### src/rtl/event_encoder16_pkg.sv
// Shared constants and helpers for the 16-line event encoder.
package event_encoder16_pkg;

  localparam int N  = 16;
  localparam int CW = 4;
  localparam logic [CW-1:0] W_RESET = 4'd0;

  // One-hot mask used to retire the bit that was just loaded into the output register
  function automatic logic [N-1:0] oneHot(input logic [CW-1:0] idx);
    logic [N-1:0] mask;
    mask = '0;
    mask[idx] = 1'b1;
    return mask;
  endfunction

endpackage

### src/rtl/event_encoder16_lsb.sv
// Combinational 16-to-4 priority encoder; the lowest set bit wins.
module lsb_encoder16
  import event_encoder16_pkg::*;
(
  input  logic [N-1:0]  in_i,
  output logic [CW-1:0] code_o,
  output logic          any_o
);

  // Scan from the top down so the last assignment is the lowest set index
  always_comb begin
    code_o = '0;
    any_o  = |in_i;
    for (int i = N - 1; i >= 0; i--) begin
      if (in_i[i]) code_o = CW'(i);
    end
  end

endmodule

### src/rtl/event_encoder16.sv
// Sequential 16-to-4 event encoder: pending request set drained one code per cycle over valid/ready.
module event_encoder16
  import event_encoder16_pkg::*;
(
  input  logic          clk,
  input  logic          rst_n,
  input  logic          En,
  input  logic [N-1:0]  req,
  output logic [CW-1:0] W,
  output logic          valid,
  input  logic          ready,
  output logic          merged,
  output logic          idle
);

  logic [N-1:0]  pending_q, pending_d;
  logic [CW-1:0] w_q, w_d;
  logic          valid_q, valid_d;
  logic          merged_q, merged_d;

  logic [N-1:0]  inV;
  logic [N-1:0]  cand;
  logic [CW-1:0] candCode;
  logic          candAny;
  logic          slotFree;

  assign inV  = En ? req : '0;
  assign cand = pending_q | inV;

  lsb_encoder16 u_lsb (
    .in_i   (cand),
    .code_o (candCode),
    .any_o  (candAny)
  );

  always_comb begin
    pending_d = pending_q;
    w_d       = w_q;
    valid_d   = valid_q;
    merged_d  = |(inV & pending_q);
    slotFree  = !valid_q || ready;

    // A stalled output keeps its code; everything new just accumulates in pending
    if (slotFree) begin
      if (candAny) begin
        w_d       = candCode;
        valid_d   = 1'b1;
        pending_d = cand & ~oneHot(candCode);
      end else begin
        valid_d   = 1'b0;
        pending_d = '0;
      end
    end else begin
      pending_d = cand;
    end
  end

  always_ff @(posedge clk or negedge rst_n) begin
    if (!rst_n) begin
      pending_q <= '0;
      w_q       <= W_RESET;
      valid_q   <= 1'b0;
      merged_q  <= 1'b0;
    end else begin
      pending_q <= pending_d;
      w_q       <= w_d;
      valid_q   <= valid_d;
      merged_q  <= merged_d;
    end
  end

  assign W      = w_q;
  assign valid  = valid_q;
  assign merged = merged_q;
  assign idle   = !valid_q && (pending_q == '0);

endmodule
### config.mk
export PLATFORM = sky130hd
export DESIGN_NAME = event_encoder16
export DESIGN_NICKNAME = d
export VERILOG_FILES = /design/src/rtl/event_encoder16_pkg.sv /design/src/rtl/event_encoder16_lsb.sv /design/src/rtl/event_encoder16.sv
export SDC_FILE = /design/constraint.sdc
export NUM_CORES = 1
export LEC_CHECK = 0
export ABC_AREA = 1
export BUFFER_PORTS_ARGS = -buffer_cell sky130_fd_sc_hd__buf_2
export CAP_MARGIN = 20
export CORE_MARGIN = 1
export CORE_UTILIZATION = 59
export DETAILED_ROUTE_END_ITERATION = 8
export GPL_ROUTABILITY_DRIVEN = 0
export PLACE_DENSITY = 0.84
export SLEW_MARGIN = 20
export SYNTH_ARGS = -nofsm -noshare
export SYNTH_HDL_FRONTEND = slang
export SYNTH_SLANG_ARGS = --single-unit
### constraint.sdc
create_clock -name clk -period 4.9 [get_ports clk]
set_input_delay 0.735 -clock clk [delete_from_list [all_inputs] [get_ports clk]]
set_output_delay 0.735 -clock clk [all_outputs]
set_load 0.01 [all_outputs]
==> impl.org <==
** Die
- # IOs :: 27
- The initial utilization of the core area, before any placement, comes to 0.646.
- In this run the vertical extent of the chip is 51.9 um.
- Core area :: 2280 sq um
- The die covers 2700 sq um.
- The die is 51.9 um wide.
- Std cell rows :: 17

** Placed design
- Placed cells :: 249
- In this run the tool buffered the top-level ports with 26 buffer cells.
- Detailed placement finished with a half-perimeter wire length of 2730 um.

** Worst hold path
- The worst hold path belongs to the class in -> async.

** Synth
- Yosys cell types :: 22
- In this run, synthesis inferred 0 flip-flops with an integrated enable.
- Summed over all instances, the cell type with the most area after synthesis is sky130_fd_sc_hd__dfrtp_1.
- Synth Warn # :: 0
- In the synthesized netlist the async set-or-reset flop fraction comes to 1.00.
- Main flop type after synthesis :: sky130_fd_sc_hd__dfrtp_1
- The compound-gate portion of the synthesized area was 0.112.
- After synthesis, the most frequently instantiated cells are sky130_fd_sc_hd__nand2_1, sky130_fd_sc_hd__inv_1, sky130_fd_sc_hd__nand3_1, sky130_fd_sc_hd__dfrtp_1, sky130_fd_sc_hd__nand2_2.
- The synthesized netlist occupies a cell area of 1470 sq um.
- By area the synthesized netlist is led by sky130_fd_sc_hd__dfrtp_1, sky130_fd_sc_hd__nand2_1, sky130_fd_sc_hd__inv_1, sky130_fd_sc_hd__nand3_1, sky130_fd_sc_hd__nor2_4.
- By area, the combinational part of the netlist is dominated by simple AND/OR/NAND/NOR gates.
- The synthesized design contains 22 register bits.
- The share of the Yosys chip area taken by registers is 0.374.
- Adder-cell share of the synthesized area :: 0
- By instance count, the leading cell after synthesis is sky130_fd_sc_hd__nand2_1.
- Parity-gate share of the synthesized area counting xor and xnor cells :: 0
- Synthesis produced 198 cells.
- Of the total synthesized cell area, the portion taken by AND, OR, NAND and NOR gates is 0.386.
- The portion of synthesized area spent on multiplexers is 0.
- Fraction of synthesized cell area taken by the top area cell type :: 0.374
- Each instance of the synthesized netlist takes up on average 7.43 sq um.
- The number of nets handed over by synthesis was 218.

** Layout
- From synthesis to final layout, the design area changed by 11.0%.
- # nets final :: 246
- In the final layout, the multi-input gates occupy 732 sq um.
- Across the whole layout, storage elements account for 551 sq um.
- Final cell count without fillers :: 252
- Share of post-route cells with drive strength above 1 :: 0.277
- Number of fill cells in the layout :: 196
- # diodes :: 0

** Clocking
- Clock root buffer :: sky130_fd_sc_hd__clkbuf_4
- CTS tree :: done
- Cts repair resizes :: 0
- In this run, CTS created clock tree buffers numbering 3.
- Clock-pin slew was measured on the worst setup and hold paths at 0.12 ns.
- In this run the deepest clock path goes through 2 buffers.
- CTS built an H-tree with a depth of 1.
- Post-CTS Setup Bufs :: 0
- Hold_buf cts :: 0
- The clock reaches the later pin of the worst-skew pair after 0.31 ns.
- Clk sink count :: 22

** Route
- In the final routed layout, each cell accounts on average for 13.6 um.
- Number of iterations in the first detailed-routing pass :: 4
- Residual DRC count :: 0
- DRT iter0 DRCs :: 60
- Via-to-Cell Ratio :: 5.51
- Final Routed Wirelength :: 3430 um
- Total number of vias :: 1389
- Antenna-violating nets left :: 0

** Pwr
- Power Internal :: 0.275 mW
- Share of total power in the clock network :: 0.186
- In this run the power spent charging and discharging nets is 0.168 mW.
- The share of total power dissipated in sequential elements is 0.492.
- Sw Share :: 0.380
- The share of total power dissipated in combinational logic is 0.322.
- Lkg Pwr :: 0.698 nW
- Power spread over the standard cell area amounts to 272 nW/um^2.
- VDD sags by at most 0.272 mV.

** STA
- Total negative slack for setup checks :: 0 ns
- Final hold violation count :: 0
- For the final database, setup skew stands at 0.00354 ns.
- Subtracting the final worst setup slack from the clock period gives 2.53 ns.
- Fmax :: 395 MHz
- Setup repair after global routing left no endpoint under its margin.
- The worst pin sits at a relative slew slack of 0.596.
- Final-report max-slew violation count :: 0
- Share of the clock period used by the worst path :: 0.516
- Transition at the pin with the smallest max-transition slack :: 0.606 ns
- Setup violations, final :: 0

** Critical path
- Among the stages of the critical path, the cell type that occurs most often is sky130_fd_sc_hd__nand2_1.
- The worst setup path is launched from a primary input.
- Crit-path max FO :: 30
- STA classifies the critical path endpoint as a flop.
- On the worst path, the slowest cell contributes a delay of 0.48 ns.
- Cell chain of the critical path :: buf_2, nand2_1, nand2_1, nand2_1, nand2_1, nand2_1, nand2_1, nand2_1, nand2_1, nand2_1, nand2_1, nand2_1, nand2_1, nand2_1, nand2_1, nand2_2, nand2_2, nand2_1, o21ai_0
- STA puts the critical path data required time at 5.13 ns.
- Data arrives at the worst endpoint at 2.76 ns.
- For this design, the slowest cell found on the critical path is sky130_fd_sc_hd__buf_2.
- The critical path in this run is classified as in -> reg.

** Global routing
- Across every metal layer, demand over resource in global routing totals 0.294.
- Via count of the first global-routing pass :: 1352
- For this run the aggregate overflow at the end of global routing stands at 0.
- Antenna violations before repair :: 0
- The first global-routing pass estimated 5750 um of wire.
- Entering global routing, the biggest net connects 31 pins.

** Run status
- The run finished with clean final reports.

** Run
- Max-cap violations in this run came to 0.
-- worst max-delay path: cells and delay by family --
| family | cells | cell delay, ns |
|---|---|---|
| AOI/OAI and AO/OA | 1 | 0.19 |
| and+or+nand+nor | 17 | 1.36 |
| buffers and inverters | 1 | 0.48 |
-- final timing paths --
| kind | slack (ns) | endpoint | startpoint | depth (start not counted) |
|---|---|---|---|---|
| max in group asynchronous | 4.19 | pending_q[3]$_DFF_PN0_ | rst_n | 1 |
| worst max register to register | 2.96 | pending_q[12]$_DFF_PN0_ | pending_q[15]$_DFF_PN0_ | 20 |
| worst min-delay path | 0.38 | pending_q[6]$_DFF_PN0_ | rst_n | 1 |
| min in group clk | 0.48 | W[3]$_DFFE_PN0P_ | W[3]$_DFFE_PN0P_ | 2 |
| worst min register to register | 0.48 | W[3]$_DFFE_PN0P_ | W[3]$_DFFE_PN0P_ | 2 |
| worst max-delay path | 2.37 | W[0]$_DFFE_PN0P_ | En | 19 |
-- power by group through the flow --
stage / clock, mW / sequential [mW] / combinational [mW]
after floorplan: 0 / 0.223 / 0.0971
after global placement: 0 / 0.221 / 0.134
after detailed placement: 0 / 0.221 / 0.141
after CTS: 0.0829 / 0.218 / 0.142
after global routing: 0.0876 / 0.220 / 0.159
final: 0.0825 / 0.218 / 0.143
-- cell type report --
cell class / count / area share
clock buffers: 3 / 0.0138
multi-input cells: 130 / 0.449
inverters: 43 / 0.0989
repair buffers: 26 / 0.0798
well taps: 28 / 0.0215
flip-flops and latches: 22 / 0.337
-- flip-flops by register name, indices dropped and copies added (netlist names) --
| signal | cells |
|---|---|
| W | 4 |
| valid | 1 |
| merged | 1 |
| pending_q | 16 |
-- routing by layer --
| layer | up-vias | GRT usage | wire (um) |
|---|---|---|---|
| met5 | - | 0 | 0 |
| met1 | 626 | 0.384 | 1520 |
| met4 | 0 | 0.126 | 74 |
| met3 | 11 | 0.0497 | 227 |
| met2 | 65 | 0.476 | 1610 |
| li1 | 687 | - | - |
-- logic make-up (layout without fill, tap and decap cells) --
group	after synthesis	in the layout
AOI/OAI and AO/OA	21	21
DFF	22	22
and+or+nand+nor	109	109
buffers and inverters	46	72
-- through the flow --
step / power (mW) / cell area, sq um / hold WS (ns) / setup WS [ns] / util
CTS: 0.443 / 1630 / 0.389 / 2.39 / 0.717
global route: 0.467 / 1630 / 0.413 / 2.09 / 0.717
finish: 0.443 / 1630 / 0.376 / 2.37 / 0.717
floorplan: 0.320 / 1470 / 0.439 / 2.77 / -
detailed placement: 0.362 / 1610 / 0.458 / 2.06 / 0.707
global placement: 0.356 / 1610 / 0.456 / 2.24 / 0.707
-- placed cells by master (no fill, tap or decap), types with 5 or more instances in the layout --
cell,Yosys,layout
sky130_fd_sc_hd__a21oi_1,7,7
sky130_fd_sc_hd__a21oi_2,5,5
sky130_fd_sc_hd__buf_2,0,26
sky130_fd_sc_hd__dfrtp_1,22,22
sky130_fd_sc_hd__inv_1,39,39
sky130_fd_sc_hd__nand2_1,44,44
sky130_fd_sc_hd__nand2_2,8,8
sky130_fd_sc_hd__nand3_1,25,25
sky130_fd_sc_hd__nand4_1,7,7
sky130_fd_sc_hd__nor2_1,7,7
sky130_fd_sc_hd__nor2_4,6,6
No activity file was read; power rests on OpenSTA's default activity.
